**config.mk**
```make
export PLATFORM = sky130hd
export DESIGN_NAME = nec_receiver
export DESIGN_NICKNAME = d
export VERILOG_FILES = /design/src/rtl/nec_pkg.sv /design/src/rtl/nec_envelope.sv /design/src/rtl/nec_receiver.sv
export SDC_FILE = /design/constraint.sdc
export NUM_CORES = 1
export LEC_CHECK = 0
export CAP_MARGIN = 20
export CORE_MARGIN = 3
export CORE_UTILIZATION = 61
export DETAILED_ROUTE_END_ITERATION = 6
export HOLD_SLACK_MARGIN = 0.1
export PLACE_DENSITY = 0.8
export SLEW_MARGIN = 10
export SYNTH_ARGS = -nofsm -noshare
export SYNTH_HDL_FRONTEND = slang
export SYNTH_HIERARCHICAL = 1
export SYNTH_SLANG_ARGS = --single-unit
```
**constraint.sdc**
```tcl
create_clock -name clk -period 3.7 [get_ports clk]
set_input_delay 0.74 -clock clk [delete_from_list [all_inputs] [get_ports clk]]
set_output_delay 0.74 -clock clk [all_outputs]
set_load 0.01 [all_outputs]
```
**src/rtl/nec_pkg.sv**
```systemverilog
// nec_pkg -- shared definitions for the NEC IR receiver.
//   state_t    : receiver FSM states
//   *_US       : nominal NEC symbol durations in microseconds
//   nec_bound  : converts a nominal duration and a percentage into a cycle count
//   nec_in_win : inclusive window test for a measured interval
`timescale 1ns/1ps
package nec_pkg;

  typedef enum logic [2:0] {
    IDLE,
    LEAD_PULSE,
    LEAD_SPACE,
    BIT_PULSE,
    BIT_SPACE,
    CHECK
  } state_t;

  localparam longint unsigned LEAD_PULSE_US = 64'd9000;
  localparam longint unsigned LEAD_SPACE_US = 64'd4500;
  localparam longint unsigned RPT_SPACE_US  = 64'd2250;
  localparam longint unsigned BIT_PULSE_US  = 64'd562;
  localparam longint unsigned BIT0_SPACE_US = 64'd562;
  localparam longint unsigned BIT1_SPACE_US = 64'd1687;
  localparam longint unsigned STOP_PULSE_US = 64'd562;

  // Cycles = nom_us * clk_hz * pct / (100 * 1e6), truncated; clamps to the
  // 24-bit interval counter range so a saturated count can never alias a bound.
  function automatic logic [23:0] nec_bound(input longint unsigned nom_us,
                                            input longint unsigned clk_hz,
                                            input longint unsigned pct);
    longint unsigned v;
    v = (nom_us * clk_hz * pct) / 64'd100_000_000;
    if (v > 64'hFF_FFFF) v = 64'hFF_FFFF;
    return v[23:0];
  endfunction

  function automatic logic nec_in_win(input logic [23:0] t,
                                      input logic [23:0] lo,
                                      input logic [23:0] hi);
    return (t >= lo) && (t <= hi);
  endfunction

endpackage

```
**src/rtl/nec_envelope.sv**
```systemverilog
// nec_envelope -- input synchroniser and carrier envelope detector.
// Ports:
//   clk   : system clock
//   rst_n : asynchronous active-low reset
//   ir_in : raw carrier-modulated IR line (asynchronous)
//   env   : high while carrier edges keep arriving; drops after
//           HOLD = 2*CLK_FREQ/CARRIER_FREQ cycles without an edge
`timescale 1ns/1ps
module nec_envelope #(
  parameter int CLK_FREQ     = 125_000_000,
  parameter int CARRIER_FREQ = 38_000
) (
  input  logic clk,
  input  logic rst_n,
  input  logic ir_in,
  output logic env
);

  localparam int          HOLD      = (2 * CLK_FREQ) / CARRIER_FREQ;
  localparam logic [23:0] HOLD_LAST = (HOLD > 1) ? 24'(HOLD - 1) : 24'd0;

  logic [1:0]  sync_reg;
  logic        ir_d_reg;
  logic        env_reg;
  logic [23:0] hold_reg;
  logic        edge_seen;

  // ir_d_reg trails the synchroniser output by one cycle to expose edges.
  assign edge_seen = sync_reg[1] ^ ir_d_reg;
  assign env       = env_reg;

  always_ff @(posedge clk or negedge rst_n) begin
    if (!rst_n) begin
      sync_reg <= 2'b00;
      ir_d_reg <= 1'b0;
      env_reg  <= 1'b0;
      hold_reg <= 24'd0;
    end else begin
      sync_reg <= {sync_reg[0], ir_in};
      ir_d_reg <= sync_reg[1];
      if (edge_seen) begin
        env_reg  <= 1'b1;
        hold_reg <= 24'd0;
      end else if (env_reg) begin
        if (hold_reg >= HOLD_LAST) env_reg <= 1'b0;
        else                       hold_reg <= hold_reg + 24'd1;
      end
    end
  end

endmodule

```
**src/rtl/nec_receiver.sv**
```systemverilog
// nec_receiver -- NEC infrared frame decoder.
// Ports:
//   clk, rst_n : system clock, asynchronous active-low reset
//   ir_in      : carrier-modulated IR line
//   addr, cmd  : bytes of the last accepted frame (update with valid)
//   valid      : one-cycle strobe for an accepted frame
//   err        : one-cycle strobe for an aborted or malformed frame
//   busy       : FSM not in IDLE
//   rpt        : one-cycle repeat-code strobe (only with NEC_REPEAT_EN)
// Build option: define NEC_REPEAT_EN to add the rpt port and repeat-code path.
`timescale 1ns/1ps
module nec_receiver import nec_pkg::*; #(
  parameter int CLK_FREQ     = 125_000_000,
  parameter int CARRIER_FREQ = 38_000,
  parameter int TOL_PCT      = 25
) (
  input  logic       clk,
  input  logic       rst_n,
  input  logic       ir_in,
  output logic [7:0] addr,
  output logic [7:0] cmd,
  output logic       valid,
  output logic       err,
  output logic       busy
`ifdef NEC_REPEAT_EN
  ,
  output logic       rpt
`endif
);

  localparam longint unsigned CLK = 64'(CLK_FREQ);
  localparam longint unsigned PLO = 64'(100 - TOL_PCT);
  localparam longint unsigned PHI = 64'(100 + TOL_PCT);

  localparam logic [23:0] LP_LO = nec_bound(LEAD_PULSE_US, CLK, PLO);
  localparam logic [23:0] LP_HI = nec_bound(LEAD_PULSE_US, CLK, PHI);
  localparam logic [23:0] LS_LO = nec_bound(LEAD_SPACE_US, CLK, PLO);
  localparam logic [23:0] LS_HI = nec_bound(LEAD_SPACE_US, CLK, PHI);
  localparam logic [23:0] BP_LO = nec_bound(BIT_PULSE_US,  CLK, PLO);
  localparam logic [23:0] BP_HI = nec_bound(BIT_PULSE_US,  CLK, PHI);
  localparam logic [23:0] B0_LO = nec_bound(BIT0_SPACE_US, CLK, PLO);
  localparam logic [23:0] B0_HI = nec_bound(BIT0_SPACE_US, CLK, PHI);
  localparam logic [23:0] B1_LO = nec_bound(BIT1_SPACE_US, CLK, PLO);
  localparam logic [23:0] B1_HI = nec_bound(BIT1_SPACE_US, CLK, PHI);
  localparam logic [23:0] SP_LO = nec_bound(STOP_PULSE_US, CLK, PLO);
  localparam logic [23:0] SP_HI = nec_bound(STOP_PULSE_US, CLK, PHI);
  // No legal space is longer than the upper lead-space bound.
  localparam logic [23:0] TMO   = LS_HI;
`ifdef NEC_REPEAT_EN
  localparam logic [23:0] RS_LO = nec_bound(RPT_SPACE_US, CLK, PLO);
  localparam logic [23:0] RS_HI = nec_bound(RPT_SPACE_US, CLK, PHI);
`endif

  logic        env;
  logic        env_d_reg;
  logic        rise, fall;
  logic [23:0] cnt_reg;
  state_t      state_reg, state_next;
  logic [31:0] shift_reg, shift_next;
  logic [5:0]  idx_reg, idx_next;
  logic [7:0]  addr_reg, addr_next;
  logic [7:0]  cmd_reg, cmd_next;
  logic        rpt_pend_reg, rpt_pend_next;
  logic        timeout;
  logic        pair_ok;
  logic        last_pulse;
`ifdef NEC_REPEAT_EN
  logic        seen_reg, seen_next;
  logic        rpt_hit;
`endif

  nec_envelope #(
    .CLK_FREQ    (CLK_FREQ),
    .CARRIER_FREQ(CARRIER_FREQ)
  ) u_env (
    .clk  (clk),
    .rst_n(rst_n),
    .ir_in(ir_in),
    .env  (env)
  );

  assign rise = env & ~env_d_reg;
  assign fall = ~env & env_d_reg;

  // Only low intervals (spaces) can time out; the counter saturates so a
  // stuck line keeps reporting an over-long interval instead of wrapping.
  assign timeout = ((state_reg == LEAD_SPACE) || (state_reg == BIT_SPACE)) &&
                   !env_d_reg && (cnt_reg > TMO);

  assign pair_ok = (shift_reg[23:16] == ~shift_reg[31:24]) &&
                   (shift_reg[7:0]   == ~shift_reg[15:8]);

  // A pulse closes a frame after 32 bits, or directly after a repeat space.
  assign last_pulse = (idx_reg == 6'd32) || rpt_pend_reg;

  assign busy = (state_reg != IDLE);
  assign addr = addr_next;
  assign cmd  = cmd_next;
`ifdef NEC_REPEAT_EN
  assign rpt  = rpt_hit;
`endif

  always_ff @(posedge clk or negedge rst_n) begin
    if (!rst_n) begin
      env_d_reg    <= 1'b0;
      cnt_reg      <= 24'd0;
      state_reg    <= IDLE;
      shift_reg    <= 32'd0;
      idx_reg      <= 6'd0;
      addr_reg     <= 8'd0;
      cmd_reg      <= 8'd0;
      rpt_pend_reg <= 1'b0;
`ifdef NEC_REPEAT_EN
      seen_reg     <= 1'b0;
`endif
    end else begin
      env_d_reg <= env;
      if (rise || fall)          cnt_reg <= 24'd0;
      else if (cnt_reg != '1)    cnt_reg <= cnt_reg + 24'd1;
      state_reg    <= state_next;
      shift_reg    <= shift_next;
      idx_reg      <= idx_next;
      addr_reg     <= addr_next;
      cmd_reg      <= cmd_next;
      rpt_pend_reg <= rpt_pend_next;
`ifdef NEC_REPEAT_EN
      seen_reg     <= seen_next;
`endif
    end
  end

  always_comb begin
    state_next    = state_reg;
    shift_next    = shift_reg;
    idx_next      = idx_reg;
    addr_next     = addr_reg;
    cmd_next      = cmd_reg;
    rpt_pend_next = rpt_pend_reg;
    valid         = 1'b0;
    err           = 1'b0;
`ifdef NEC_REPEAT_EN
    seen_next     = seen_reg;
    rpt_hit       = 1'b0;
`endif
    if (timeout) begin
      // Any edge in this same cycle is deliberately dropped.
      err        = 1'b1;
      state_next = IDLE;
    end else begin
      case (state_reg)
        IDLE: begin
          if (rise) state_next = LEAD_PULSE;
        end
        LEAD_PULSE: begin
          if (fall) begin
            if (nec_in_win(cnt_reg, LP_LO, LP_HI)) state_next = LEAD_SPACE;
            else begin
              err        = 1'b1;
              state_next = IDLE;
            end
          end
        end
        LEAD_SPACE: begin
          if (rise) begin
            if (nec_in_win(cnt_reg, LS_LO, LS_HI)) begin
              state_next    = BIT_PULSE;
              idx_next      = 6'd0;
              rpt_pend_next = 1'b0;
`ifdef NEC_REPEAT_EN
            end else if (nec_in_win(cnt_reg, RS_LO, RS_HI)) begin
              state_next    = BIT_PULSE;
              rpt_pend_next = 1'b1;
`endif
            end else begin
              err        = 1'b1;
              state_next = IDLE;
            end
          end
        end
        BIT_PULSE: begin
          if (fall) begin
            if (last_pulse && nec_in_win(cnt_reg, SP_LO, SP_HI))
              state_next = CHECK;
            else if (!last_pulse && nec_in_win(cnt_reg, BP_LO, BP_HI))
              state_next = BIT_SPACE;
            else begin
              err        = 1'b1;
              state_next = IDLE;
            end
          end
        end
        BIT_SPACE: begin
          if (rise) begin
            if (nec_in_win(cnt_reg, B0_LO, B0_HI) || nec_in_win(cnt_reg, B1_LO, B1_HI)) begin
              shift_next = {shift_reg[30:0], nec_in_win(cnt_reg, B1_LO, B1_HI)};
              idx_next   = idx_reg + 6'd1;
              state_next = BIT_PULSE;
            end else begin
              err        = 1'b1;
              state_next = IDLE;
            end
          end
        end
        CHECK: begin
          state_next = IDLE;
          if (rpt_pend_reg) begin
`ifdef NEC_REPEAT_EN
            // A repeat code is meaningless until some frame has been accepted.
            if (seen_reg) rpt_hit = 1'b1;
            else          err     = 1'b1;
`else
            err = 1'b1;
`endif
          end else if (pair_ok) begin
            valid     = 1'b1;
            addr_next = shift_reg[31:24];
            cmd_next  = shift_reg[15:8];
`ifdef NEC_REPEAT_EN
            seen_next = 1'b1;
`endif
          end else begin
            err = 1'b1;
          end
        end
        default: state_next = IDLE;
      endcase
    end
  end

endmodule

```
# Word level (Yosys, flattened, before mapping)
# Cells that the tools add are included.
word_totals:
  inputBits: 3
  wordCells: 120
  regBits: 110
classes:
  addsub: 3
  eq_ne: 19
  reduce_logical: 23
  n_lt_le_gt_ge: 10
  n_bitwise: 8
  mux: 46
ops:
  columns: ["op", "count"]
  rows:
  - ["24-bit two-way mux", 5]
  - ["24-bit by 1-bit adder with 24-bit output, second input constant", 2]
  - ["8-bit two-way mux", 6]
  - ["24-bit by 13-bit greater-or-equal comparator with 1-bit output, second input constant", 1]
  - ["24-bit by 16-bit greater-or-equal comparator with 1-bit output, second input constant", 1]
  - ["24-bit by 18-bit greater-or-equal comparator with 1-bit output, second input constant", 1]
  - ["24-bit by 19-bit greater-or-equal comparator with 1-bit output, second input constant", 1]
  - ["24-bit by 20-bit greater-or-equal comparator with 1-bit output, second input constant", 1]
  - ["24-bit by 20-bit > comparator with 1-bit output, second input constant", 1]
  - ["24-bit by 17-bit less-or-equal comparator with 1-bit output, second input constant", 1]
  - ["24-bit by 19-bit less-or-equal comparator with 1-bit output, second input constant", 1]
  - ["24-bit by 20-bit less-or-equal comparator with 1-bit output, second input constant", 1]
  - ["24-bit by 21-bit less-or-equal comparator with 1-bit output, second input constant", 1]
  - ["3-bit two-way mux", 8]
  - ["6-bit two-way mux", 4]
  - ["24-bit inequality test, second input constant", 1]
  - ["1-bit two-way mux", 17]
  - ["8-bit equality test", 2]
  - ["8-bit inverter", 2]
  - ["3-bit inequality test, second input constant", 5]
  - ["3-bit one-hot mux with 5 select lines", 1]
  - ["6-bit one-hot mux with 2 select lines", 1]
  - ["1-bit logical AND", 9]
  - ["6-bit by 1-bit adder with 6-bit output, second input constant", 1]
  - ["other kinds (20)", 35]

# Logic depth before layout (Yosys ltp)
# Gate-level depths: netlist of run 1.
depth:
  word_depth: 8
  mapped_depth: 13
  mapped_depth_nobuf: 10

# Cells and area by module
# The synthesis of run 1 kept the hierarchy.
modules_own_cells:
  columns: ["mod", "cells_each", "area_per_inst_um2", "instances", "seq_area_each_um2"]
  rows:
  - ["nec_receiver", 471, 4817.1, 1, 2052.0]
  - ["nec_envelope", 119, 1357.6, 1, 700.7]

# Worst setup path after synthesis of run 1
# Ideal clock, no wire load.
synth_path:
  path_type: "reg-to-output"
  from: "register cnt_reg[23]"
  to: "output err"
  slack_ps: 479
  required_ps: 2960
  arrival_time_ps: 2481
  path_stages_with_launch: 9
  path_buffers: 0
  path_cell_list: "dfrtp_1 > or4_4 > nand2b_2 > or4_1 > o31ai_1 > nor2_1 > a2111oi_0 > a311oi_1 > o21ai_0"
synth_between:
  elab_chain_cells: 8
  word_cells_on_any_way: 28
  classes_between: "9 x order compare; 11 x mux; 8 x reduce/logical"
synth_rtl:
  columns: ["element", "line", "rtl"]
  rows:
  - ["from (decl)", "nec_receiver.sv:57", "logic [23:0] cnt_reg;"]
  - ["from (signal assigned)", "nec_receiver.sv:119", "else if (cnt_reg != '1) cnt_reg <= cnt_reg + 24'd1;"]
  - ["24-bit by 16-bit greater-or-equal comparator with 1-bit output or 24-bit by 17-bit less-or-equal comparator with 1-bit output (tied branches)", "nec_pkg.sv:40", "return (t >= lo) && (t <= hi);"]
  - ["1-bit logical AND", "nec_pkg.sv:40", null]
  - ["1-bit logical AND", "nec_receiver.sv:184", "else if (!last_pulse && nec_in_win(cnt_reg, BP_LO, BP_HI))"]
  - ["1-bit two-way mux", "nec_receiver.sv:184", null]
  - ["1-bit two-way mux", "nec_receiver.sv:182", "if (last_pulse && nec_in_win(cnt_reg, SP_LO, SP_HI))"]
  - ["1-bit two-way mux", "nec_receiver.sv:181", "if (fall) begin"]
  - ["1-bit one-hot mux with 5 select lines", "nec_receiver.sv:150", "case (state_reg)"]
  - ["1-bit two-way mux (*)", "nec_receiver.sv:145", "if (timeout) begin"]
  - ["to (decl)", "nec_receiver.sv:23", "output logic err,"]
# Mark *: on every way between the ends. The rest lies on a longest branch, timed or not.

# Final worst setup path of run 1
layout_path:
  from: "register shift_reg[11]"
  to: "output cmd[0]"
layout_between:
  elab_chain_cells: 6
layout_rtl:
  columns: ["element", "line", "rtl"]
  rows:
  - ["from (decl)", "nec_receiver.sv:59", "logic [31:0] shift_reg, shift_next;"]
  - ["from (signal assigned)", "nec_receiver.sv:121", "shift_reg <= shift_next;"]
  - ["8-bit inverter", "nec_receiver.sv:91", "(shift_reg[7:0] == ~shift_reg[15:8]);"]
  - ["8-bit equality test", "nec_receiver.sv:91", null]
  - ["1-bit logical AND", "nec_receiver.sv:90", "assign pair_ok = (shift_reg[23:16] == ~shift_reg[31:24]) &&"]
  - ["8-bit two-way mux", "nec_receiver.sv:214", "end else if (pair_ok) begin"]
  - ["8-bit two-way mux", "nec_receiver.sv:150", null]
  - ["8-bit two-way mux", "nec_receiver.sv:145", null]
  - ["to (decl)", "nec_receiver.sv:21", "output logic [7:0] cmd,"]
# Every way passes these cells.

==> flow_summary.toml, run 1 <==
[sta]
min_period_ns = 3.53
fin_skew_ns = 0.00854
rsz0062_at_grt = "false"
fin_crit_sh_pct = 95.5
slew_headroom_pct = 48.3
finalHoldViolCount = 0
setup_viol = 0
setup_tns_ns = 0
layout_setup_ws_ns = 0.168
worst_pin_slew_ns = 0.757
holdWs_ns = 0.342
fmax_ghz = 0.283
maxSlewViolCount = 0

[logic_synthesis]
ys_types = 68
synth_nets = 604
synth_flop_cell = "dfrtp_1"
ys.warnings.count = 6
syn_area_per_cell_um2 = 10.5
synth_edf_count = 0
synth_area_um2 = 6170
seq_area_frac_synth_pct = 44.6
yosys_register_bits = 110
netlist_instances = 590
synthArstFlopShare_pct = 100

[global_route]
grt_util_all_layers_pct = 23.9
grt_pass1_wl_um = 22000
gr-total-overflow = 0
antenna_found_initial = 0
grt_pass1_vias = 4569
grt_max_degree = 67

[place]
dpl.hpwl_um = 9150
io_buffers = 21
place_ws_ns = 0.00367
dpl_cell_area_um2 = 6540
gp_congestion = 0.926

[critical_path]
r2r_slack_ns = 0.62
worstPathMaxFanout = 16
cp_data_required_time_ns = 2.96
path_class = "flop to output pin"
endpoint_kind = "output pin"
critical_path_arrival_ns = 2.79
cp-start-kind = "flop"

[clock_tree]
clockBufferDepth = 2
cts_tree = "yes"
cts.root.buffer_cell = "clkbuf_8"
clk_latency_ns = 0.37
clock-sinks = 110
cts-buffers-inserted = 9
cts.clk_slew.worst_paths_ns = 0.11
h-tree-depth = 3
ctsHoldBuffers = 0

[route]
avgRoutedWirePerCell_um = 17.0
postRouteAntennaNets = 0
wl_um = 12900
vias = 4578
drc_errors = 0
wl_met1_um = 5930
highest_layer = "met4"
via_per_inst = 6.02
drt_iter0_markers = 271
drt_first_pass_iters = 5
dr_wl_met3_um = 455
met2_length_um = 6350

[power]
ir_worst_vdd_uv = 294
p_leak_nw = 2.97
pwr_density_cell_nw_per_um2 = 354

[finish]
layout-drive-gt1-share_pct = 22.3
fillers = 768
postLayoutCellArea_um2 = 6880
syn2layout_area_growth_pct = 11.5
fin_nets = 637
largest_reg_flops = 32
final_cell_mix = "dfrtp_1, nand2_1, mux2_2"
final_common_cell = "dfrtp_1"
diodes = 0

[floorplanning]
die_h_um = 107
boundaryPins = 22
dieWidth_um = 107
coreArea_um2 = 9820
row_count = 36
start_util_pct = 62.9
die_area_um2 = 11400

[run]
drv_cap = 0

[outcome]
status = "complete, no violations"

[worst_hold_path]
hp-class = "input pin to asynchronous set/reset pin"
==> area by class of cell <==
type	instances	area [um^2]	area share (%)
Clock inverter	7	67.6	0.982
Sequential cell	110	2760	40.0
Timing Repair Buffer	57	502	7.29
Clock buffer	9	124	1.80
Multi-Input combinational cell	427	3200	46.5
Inverter	18	67.6	0.982
Tap cell	133	166	2.42
==> power by group <==
| part | switching, mW | leakage [nW] | total (mW) | internal [mW] |
|---|---|---|---|---|
| clock network | 0.440 | 0.0867 | 0.698 | 0.259 |
| registers | 0.128 | 1.50 | 1.38 | 1.25 |
| logic | 0.190 | 1.39 | 0.357 | 0.167 |
| total | 0.758 | 2.97 | 2.43 | 1.68 |
==> cell families (layout without fill, tap and decap cells) <==
family                   Yosys count  after routing  synth area share (%)
AND/OR/NAND/NOR                  234            234                  22.3
buffers and inverters             53             91                  5.17
flip-flops                       110            110                  44.6
AO/OA/AOI/OAI                     86             86                  10.0
multiplexers                      57             57                  10.2
adder cells (fa/ha/maj)           11             11                  2.23
XOR/XNOR                          39             39                  5.53
==> repair_timing <==
item	CTS	global route
pin swaps	2	7
setup endpoints to repair	1	8
buffers inserted	1	7
resized for setup	10	16
==> routing by layer <==
metal	GRT usage, %	vias up
met1	32.9	2263
met4	6.03	0
met5	0	-
li1	-	2187
met3	4.21	22
met2	39.6	106
==> Yosys cell counts (all sizes together) (10+ instances only) <==
cell type | count | area share (%)
dfrtp | 110 | 45
nand2 | 49 | 3.0
mux2 | 48 | 8.8
and2 | 35 | 3.6
xnor2 | 33 | 4.7
nor2 | 28 | 1.7
clkbuf | 25 | 3.0
nor4 | 22 | 3.0
a21oi | 20 | 1.6
inv | 18 | 1.1
nand2b | 17 | 1.8
nand3 | 16 | 1.3
nand4 | 15 | 1.5
o21ai | 15 | 1.2
ha | 11 | 2.2
buf | 10 | 1.1
==> critical path, cell delays in order, from the launching register on <==
cell,delay [ns]
dfrtp_1,0.45
xnor2_1,0.18
nor4_1,0.34
nand4_1,0.20
nor2_1,0.15
buf_6,0.21
mux2_2,0.38
clkdlybuf4s50_1,0.50
==> per-stage QoR <==
stage	total power, mW	instances	util, %
CTS	2.45	754	68.8
detailed placement	1.75	737	66.6
global route	2.56	761	70.1
finish	2.43	761	70.1
global placement	1.73	737	66.6
floorplan	1.64	590	-
==> worst paths after layout <==
kind | startpoint | endpoint | cells after the start
max | shift_reg[11]$_DFFE_PN0P_ | cmd[0] | 7
min | rst_n | cnt_reg[0]$_DFFE_PN0P_ | 1
max reg2reg | cnt_reg[14]$_DFFE_PN0P_ | idx_reg[5]$_DFFE_PN0P_ | 8
min reg2reg | u_env/sync_reg[0]$_DFF_PN0_ | u_env/sync_reg[1]$_DFF_PN0_ | 0
max in group asynchronous | rst_n | cmd_reg[5]$_DFF_PN0_ | 2
min in group clk | u_env/sync_reg[0]$_DFF_PN0_ | u_env/sync_reg[1]$_DFF_PN0_ | 0
(Power assumes the default switching activity.)
==> run 2: changes to the inputs <==
--- a/config.mk
+++ b/config.mk
@@ -7,10 +7,9 @@
 export LEC_CHECK = 0
 export CAP_MARGIN = 20
 export CORE_MARGIN = 3
-export CORE_UTILIZATION = 61
+export CORE_UTILIZATION = 40
 export DETAILED_ROUTE_END_ITERATION = 6
 export HOLD_SLACK_MARGIN = 0.1
-export PLACE_DENSITY = 0.8
 export SLEW_MARGIN = 10
 export SYNTH_ARGS = -nofsm -noshare
 export SYNTH_HDL_FRONTEND = slang
==> run 2 against run 1 <==
Effect of this change: setup slack worse by 0.071 ns; fmax is 2.0% lower; sequential share of layout area is 1.3 points lower; combinational power is 13% higher; largest power group unchanged; routed wire length is 5.8% higher; clock skew is 0.0030 ns higher; via count is 2.3% higher; global-route usage is 6.9 points lower; sequential power hardly changed; register-to-register slack worse by 0.52 ns; cell area is 3.3% higher; non-clock buffer count is 10 higher.
==> flow_summary.toml, run 2 (synthesis results as in run 1) <==
[outcome]
status = "complete, no violations"

[sta]
setup_viol = 0
slew_headroom_pct = 28.7
finalHoldViolCount = 0
fin_crit_sh_pct = 97.4
fmax_ghz = 0.278
min_period_ns = 3.60
fin_skew_ns = 0.0116
layout_setup_ws_ns = 0.0972
worst_pin_slew_ns = 1.04
maxSlewViolCount = 0

[route]
drt_first_pass_iters = 5
vias = 4685
drc_errors = 0
wl_um = 13700
via_per_inst = 5.70
drt_iter0_markers = 402
postRouteAntennaNets = 0
avgRoutedWirePerCell_um = 16.7

[critical_path]
cp_data_required_time_ns = 3.95
endpoint_kind = "flop"
r2r_slack_ns = 0.1
r2r_cells = 19
path_class = "flop to flop"
cp-start-kind = "flop"
startpoint = "cnt_reg[23]$_DFFE_PN0P_"
reg2reg_to = "state_reg[0]$_DFFE_PN0P_"
worstPathMaxFanout = 2
critical_path_arrival_ns = 3.86
reg2reg_from = "cnt_reg[23]$_DFFE_PN0P_"
worstSetupEndpoint = "state_reg[0]$_DFFE_PN0P_"

[global_route]
grt_pass1_wl_um = 23300
grt_util_all_layers_pct = 17.0
antenna_found_initial = 0
gr-total-overflow = 0
grt_max_degree = 58
grt_pass1_vias = 4729

[place]
io_buffers = 21
dpl.hpwl_um = 9230
place_ws_ns = -0.0909
gp_congestion = 1.01
dp_cells = 793

[clock_tree]
clock-sinks = 110
h-tree-depth = 3
cts-buffers-inserted = 9
ctsHoldBuffers = 0
cts_tree = "yes"
clockBufferDepth = 2
clk_latency_ns = 0.36
cts.root.buffer_cell = "clkbuf_16"
cts.clk_slew.worst_paths_ns = 0.08

[power]
clkPwrFrac_pct = 36.5
pwr_density_cell_nw_per_um2 = 391
p_comb_share_pct = 14.5
intPower_mw = 1.93
pwr-share-seq_pct = 49.0
ir_worst_vdd_uv = 219
netSwitchingPower_uw = 851
p_leak_nw = 3.10
total_power_mw = 2.78
swShare_pct = 30.6

[run]
drv_cap = 0

[finish]
largest_reg_flops = 32
diodes = 0
final_common_cell = "dfrtp_1"
fin_nets = 647
syn2layout_area_growth_pct = 15.1
layout-drive-gt1-share_pct = 22.4
final_cells = 822
final_cell_mix = "dfrtp_1, nand2_1, mux2_2"

[floorplanning]
boundaryPins = 22
die_h_um = 130
start_util_pct = 41.7
coreArea_um2 = 14800
die_area_um2 = 17000
row_count = 44
dieWidth_um = 130

[worst_hold_path]
hp-class = "flop to flop"
## run 2: cell count changes in the layout (fill, tap and decap cells not counted), moves of 3 or more
| cell | before | now |
|---|---|---|
| clkinvlp_4 | 3 | 0 |
| dfrtp_1 | 107 | 110 |
| buf_4 | 34 | 45 |
| clkbuf_8 | 9 | 0 |
| clkbuf_16 | 0 | 9 |
| dfrtp_2 | 3 | 0 |
## run 2: worst min path at each step
stage	slack [ns]	to	cells after the start	start
2_1_floorplan	0.33	u_env/sync_reg[1]$_DFF_PN0_	0	u_env/sync_reg[0]$_DFF_PN0_
3_3_place_gp	0.34	u_env/sync_reg[1]$_DFF_PN0_	0	u_env/sync_reg[0]$_DFF_PN0_
3_5_place_dp	0.35	u_env/sync_reg[1]$_DFF_PN0_	0	u_env/sync_reg[0]$_DFF_PN0_
4_1_cts	0.35	u_env/sync_reg[1]$_DFF_PN0_	0	u_env/sync_reg[0]$_DFF_PN0_
5_1_grt	0.37	u_env/sync_reg[1]$_DFF_PN0_	0	u_env/sync_reg[0]$_DFF_PN0_
6_report	0.35	u_env/sync_reg[1]$_DFF_PN0_	0	u_env/sync_reg[0]$_DFF_PN0_
## run 2: cell type report
class	instances	area, um^2
Timing Repair Buffer	67	573
Sequential cell	110	2750
Tap cell	184	230
Fill cell	1313	7700
Clock buffer	9	225
Inverter	18	67.6
Clock inverter	7	96.3
Multi-Input combinational cell	427	3160
## run 2: worst max-delay path, stage by stage (launching register included)
cell,delay [ns]
dfrtp_1,0.38
or4_4,0.54
nand2b_4,0.16
or4_4,0.51
o31ai_4,0.09
nor2_2,0.07
buf_4,0.14
buf_4,0.13
buf_4,0.12
buf_4,0.12
buf_4,0.12
buf_4,0.13
buf_4,0.13
buf_4,0.12
buf_4,0.12
buf_4,0.12
buf_4,0.12
nand4_1,0.08
a21oi_1,0.07
o221a_2,0.24
## run 2: metrics by stage
stage	hold slack [ns]	instance area (um^2)	TNS [ns]	utilization, %
2_1_floorplan	0.331	6170	0	-
3_3_place_gp	0.338	6640	-0.0575	44.8
3_5_place_dp	0.345	6640	-0.0909	44.8
4_1_cts	0.354	7060	0	47.7
5_1_grt	0.372	7110	-0.0155	48.0
6_report	0.353	7110	0	48.0
## run 2: power by group through the flow
stage,sequential (mW),combinational (mW),clock (mW)
after CTS,1.36,0.401,1.05
after global routing,1.38,0.457,1.10
after floorplan,1.31,0.331,0
after global placement,1.38,0.386,0
after detailed placement,1.38,0.400,0
final,1.36,0.403,1.01
## run 2: what timing repair did
item,CTS,global route
pin swaps,3,2
setup buffers,11,2
endpoints found under the setup margin,1,2
resized for setup,9,8
## run 2: routing by layer
metal | routed length, um | track usage [%]
met5 | 0 | 0
met4 | 405 | 7.40
met3 | 630 | 3.27
met2 | 6290 | 26.7
met1 | 6360 | 23.0
==> variant 1, RTL diff (config.mk and constraints of run 2) <==
The option `NEC_REPEAT_EN` is turned on by a define.
--- a/src/rtl/nec_receiver.sv
+++ b/src/rtl/nec_receiver.sv
@@ -9,6 +9,8 @@
 //   rpt        : one-cycle repeat-code strobe (only with NEC_REPEAT_EN)
 // Build option: define NEC_REPEAT_EN to add the rpt port and repeat-code path.
 `timescale 1ns/1ps
+`define NEC_REPEAT_EN
+
 module nec_receiver import nec_pkg::*; #(
   parameter int CLK_FREQ     = 125_000_000,
   parameter int CARRIER_FREQ = 38_000,
Formal check against the unedited RTL (old outputs only; new: rpt): same outputs for any inputs over 10 cycles, from zero or initial values and one cycle with rst_n low; that may be too few to reach the edited logic, so the function may still have changed.
==> variant 1 against run 2 <==
First-iteration DRC count shrank 20%. Total power grew 5.3%. Global-route usage grew 0.54 points. Utilization grew 0.80 points. Routed wire length grew 11%. Clock power shrank 6%. Hold slack gained 0.0092 ns. Sequential cell count grew 2. Final area grew 6.7%. Critical endpoint is now cmd[4]. Fmax grew 1.1%. Setup slack gained 0.038 ns. Area after synthesis grew 4.9%.
==> variant 1: results (changes against run 2) <==
* Vias in the first global route at 4815 (+1.8%)
* Mux share of post-synthesis cell area at 12.5% (+2.3 points)
* DP Worst Slack at 0.124 ns (+0.215 ns)
* Outcome: completed
* WL final at 15200 um (+11%)
* XOR/XNOR Fraction of Synth Area at 5.00% (-0.53 points)
* Comb pwr at 0.000598 W (+48%)
* Dpl hpwl at 10700 um (+16%)
* Slew headroom at 48.0% (+19 points)
* Avg Cell Area, Syn at 10.4 um2 (-0.17%)
* Post-synthesis compound-gate area fraction at 10.6% (+0.63 points)
* Max VDD drop at 0.326 mV (+49%)
* Fin nets at 684 (+5.7%)
* WP data arrival at 2.82 ns (-1.04 ns)
* Placed insts at 858 (+8.2%)
* Critical path peak fanout at 12 (+10)
* DP Area at 7110 um2 (+7.0%)
* 1st-iter DRT viols at 320 (-20%)
* Synth Area in Adders at 2.32% (+0.089 points)
* P_leak at 3.43 nW (+11%)
* Max incr delay on CP at 0.49 ns (-0.05 ns)
* Reg2Reg Setup Slack at 0.67 ns (+0.57 ns)
* Vias per cell at 5.46 (-4.2%)
* PD cells at 386 nW/um2 (-1.3%)
* Mapped Nets at 635 (+5.1%)
* R2R cell count at 11 (-8)
* Reg-to-reg startpoint: cnt_reg[2]
* Fraction of layout instances using a drive strength above 1 at 23.9% (+1.5 points)
* Slowest CP cell: clkdlybuf4s50_1
* Fin Hold WS at 0.362 ns (+0.00917 ns)
* Largest net degree at the start of global routing at 113 (+95%)
* Fin Clk Skew at 0.00962 ns (-0.00195 ns)
* Synth unique cells at 72 (+5.9%)
* Count of input and output buffers at 22 (+4.8%)
variant 1: changes by cell type in the layout (fill, tap and decap cells not counted), moves of 10 or more:
| cell | delta |
|---|---|
| nor4_1 | -10 |
| nor3_1 | +12 |
| mux2_4 | +29 |
| mux2_2 | -29 |
| xor2_1 | +12 |
| nor2_1 | +21 |
| and2_1 | -21 |
| xnor2_1 | -14 |
variant 1: area by class of cell:
type	count	area, um2
fillers	1486	7960
multi-input cells	454	3510
flip-flops and latches	112	2810
repair buffers	74	644
well taps	211	264
clock buffers	10	229
inverters	18	67.6
clock inverters	6	60.1
variant 1: layer usage:
metal	vias up	GRT usage, %	wire length (um)
li1	2331	-	-
met1	2366	25.2	7250
met2	112	26.9	6900
met3	24	3.47	656
met4	0	5.43	342
met5	-	0	0
variant 1: logic make-up after synthesis:
kind of cell,after synthesis
AO/OA/AOI/OAI,88
buffers and inverters,54
multiplexers,64
flip-flops,112
adder cells (fa/ha/maj),12
XOR/XNOR,37
AND/OR/NAND/NOR,253
variant 1: what timing repair did:
item,in CTS,in global routing
buffers inserted,1,10
gates cloned,0,0
pin swaps,0,4
resized for setup,12,17
endpoints found under the setup margin,1,1
variant 1: worst max path at each step:
| stage | from | end | slack (ns) | cells after the start |
|---|---|---|---|---|
| finish | shift_reg[24] | cmd[4] | 0.14 | 7 |
| floorplan | cnt_reg[4] | err | 0.64 | 9 |
| global route | shift_reg[24] | cmd[3] | 0.03 | 7 |
| detailed placement | cnt_reg[0] | err | 0.12 | 9 |
| global placement | cnt_reg[0] | err | 0.14 | 11 |
| CTS | cnt_reg[5] | err | 0.001 | 8 |
==> variant 2, RTL diff (settings of run 2) <==
Without the edit above. One comparison of `idx_reg` changes from == to >=.
--- a/src/rtl/nec_receiver.sv
+++ b/src/rtl/nec_receiver.sv
@@ -91,7 +91,7 @@
                    (shift_reg[7:0]   == ~shift_reg[15:8]);
 
   // A pulse closes a frame after 32 bits, or directly after a repeat space.
-  assign last_pulse = (idx_reg == 6'd32) || rpt_pend_reg;
+  assign last_pulse = (idx_reg >= 6'd32) || rpt_pend_reg;
 
   assign busy = (state_reg != IDLE);
   assign addr = addr_next;
Check against the original RTL: same outputs for any inputs over 10 cycles, from zero or initial values and one cycle with rst_n low; that may be too few to reach the edited logic, so the function may still have changed.
==> variant 2 against run 2 <==
Sequential share of layout area up 1.7 points. Total power decreased by 4.6%. Routed wire length is 8.9% lower. Setup slack improved by 0.053 ns. Clock power fell by 7%. Sequential cell count stayed put. Area after synthesis decreased by 2.1%. Register-to-register slack gained 0.56 ns. Clock skew shrank 0.0051 ns. Non-clock buffer count shrank 25. Die area fell by 2.0%. Final area decreased by 4.0%.
==> variant 2: results (changes against run 2) <==
* Outcome: completed
* GRT Util Overall at 15.9% (-1.1 points)
* P_sw at 0.000771 W (-9.4%)
* Mapped Nets at 581 (-3.8%)
* Worst r2r dst: cnt_reg[23]
* Crit-path leading delay family: simple AND/OR/NAND/NOR gates
* Synth Area in Adders at 2.28% (+0.048 points)
* Vias per cell at 5.57 (-2.3%)
* Fill count at 1350 (+2.8%)
* Max incr delay on CP at 0.49 ns (-0.05 ns)
* R2R cell count at 9 (-10)
* Vias in the first global route at 4238 (-10%)
* GPL Wtd Cong at 0.954 (-5.4%)
* Mux share of post-synthesis cell area at 10.8% (+0.59 points)
* Seq pwr share at 51.6% (+2.6 points)
* Max VDD drop at 0.221 mV (+0.70%)
* Dpl hpwl at 8700 um (-5.8%)
* Sequential area share after synthesis at 45.5% (+0.95 points)
* Slowest CP cell: clkdlybuf4s50_1
* Clk. pwr at 0.000937 W (-7%)
* Post-CTS setup repair buffer count at 0 (-11)
* P_leak at 2.99 nW (-3.5%)
* DP Worst Slack at 0.208 ns (+0.299 ns)
* Critical path peak fanout at 17 (+15)
* 1st-iter DRT viols at 396 (-1.5%)
* WL final at 12500 um (-8.9%)
* DRT met1 WL at 5970 um (-6.3%)
* Least-Margin Pin Slew at 1.05 ns (+0.00386 ns)
* First-pass GRT wire length at 21300 um (-8.7%)
* Post-synthesis compound-gate area fraction at 11.2% (+1.1 points)
* Met3 Use GR at 3.90% (+0.63 points)
## variant 2: worst max path at each step
stage / start / to / slack (ns) / depth (start not counted)
3_3_place_gp: cnt_reg[11] / err / 0.26 / 8
4_1_cts: cnt_reg[13] / err / 0.05 / 8
2_1_floorplan: shift_reg[13] / addr[5] / 0.76 / 7
5_1_grt: shift_reg[14] / cmd[0] / 0.03 / 7
3_5_place_dp: cnt_reg[11] / err / 0.21 / 8
6_report: shift_reg[28] / addr[1] / 0.15 / 7
## variant 2: per-stage QoR
step                instance area (um2)  total power, W  util, %  cells
CTS                                6770         0.00269     46.2    773
global route                       6820         0.00280     46.6    777
detailed placement                 6470         0.00173     44.2    757
floorplan                          6050         0.00160        -    567
finish                             6820         0.00265     46.6    777
global placement                   6470         0.00172     44.2    757
## variant 2: layout make-up
type	instances	area share [%]
Multi-Input combinational cell	406	45.3
Sequential cell	110	40.4
Timing Repair Buffer	42	5.61
Tap cell	184	3.37
Clock buffer	9	3.30
Inverter	19	1.05
Clock inverter	7	0.935
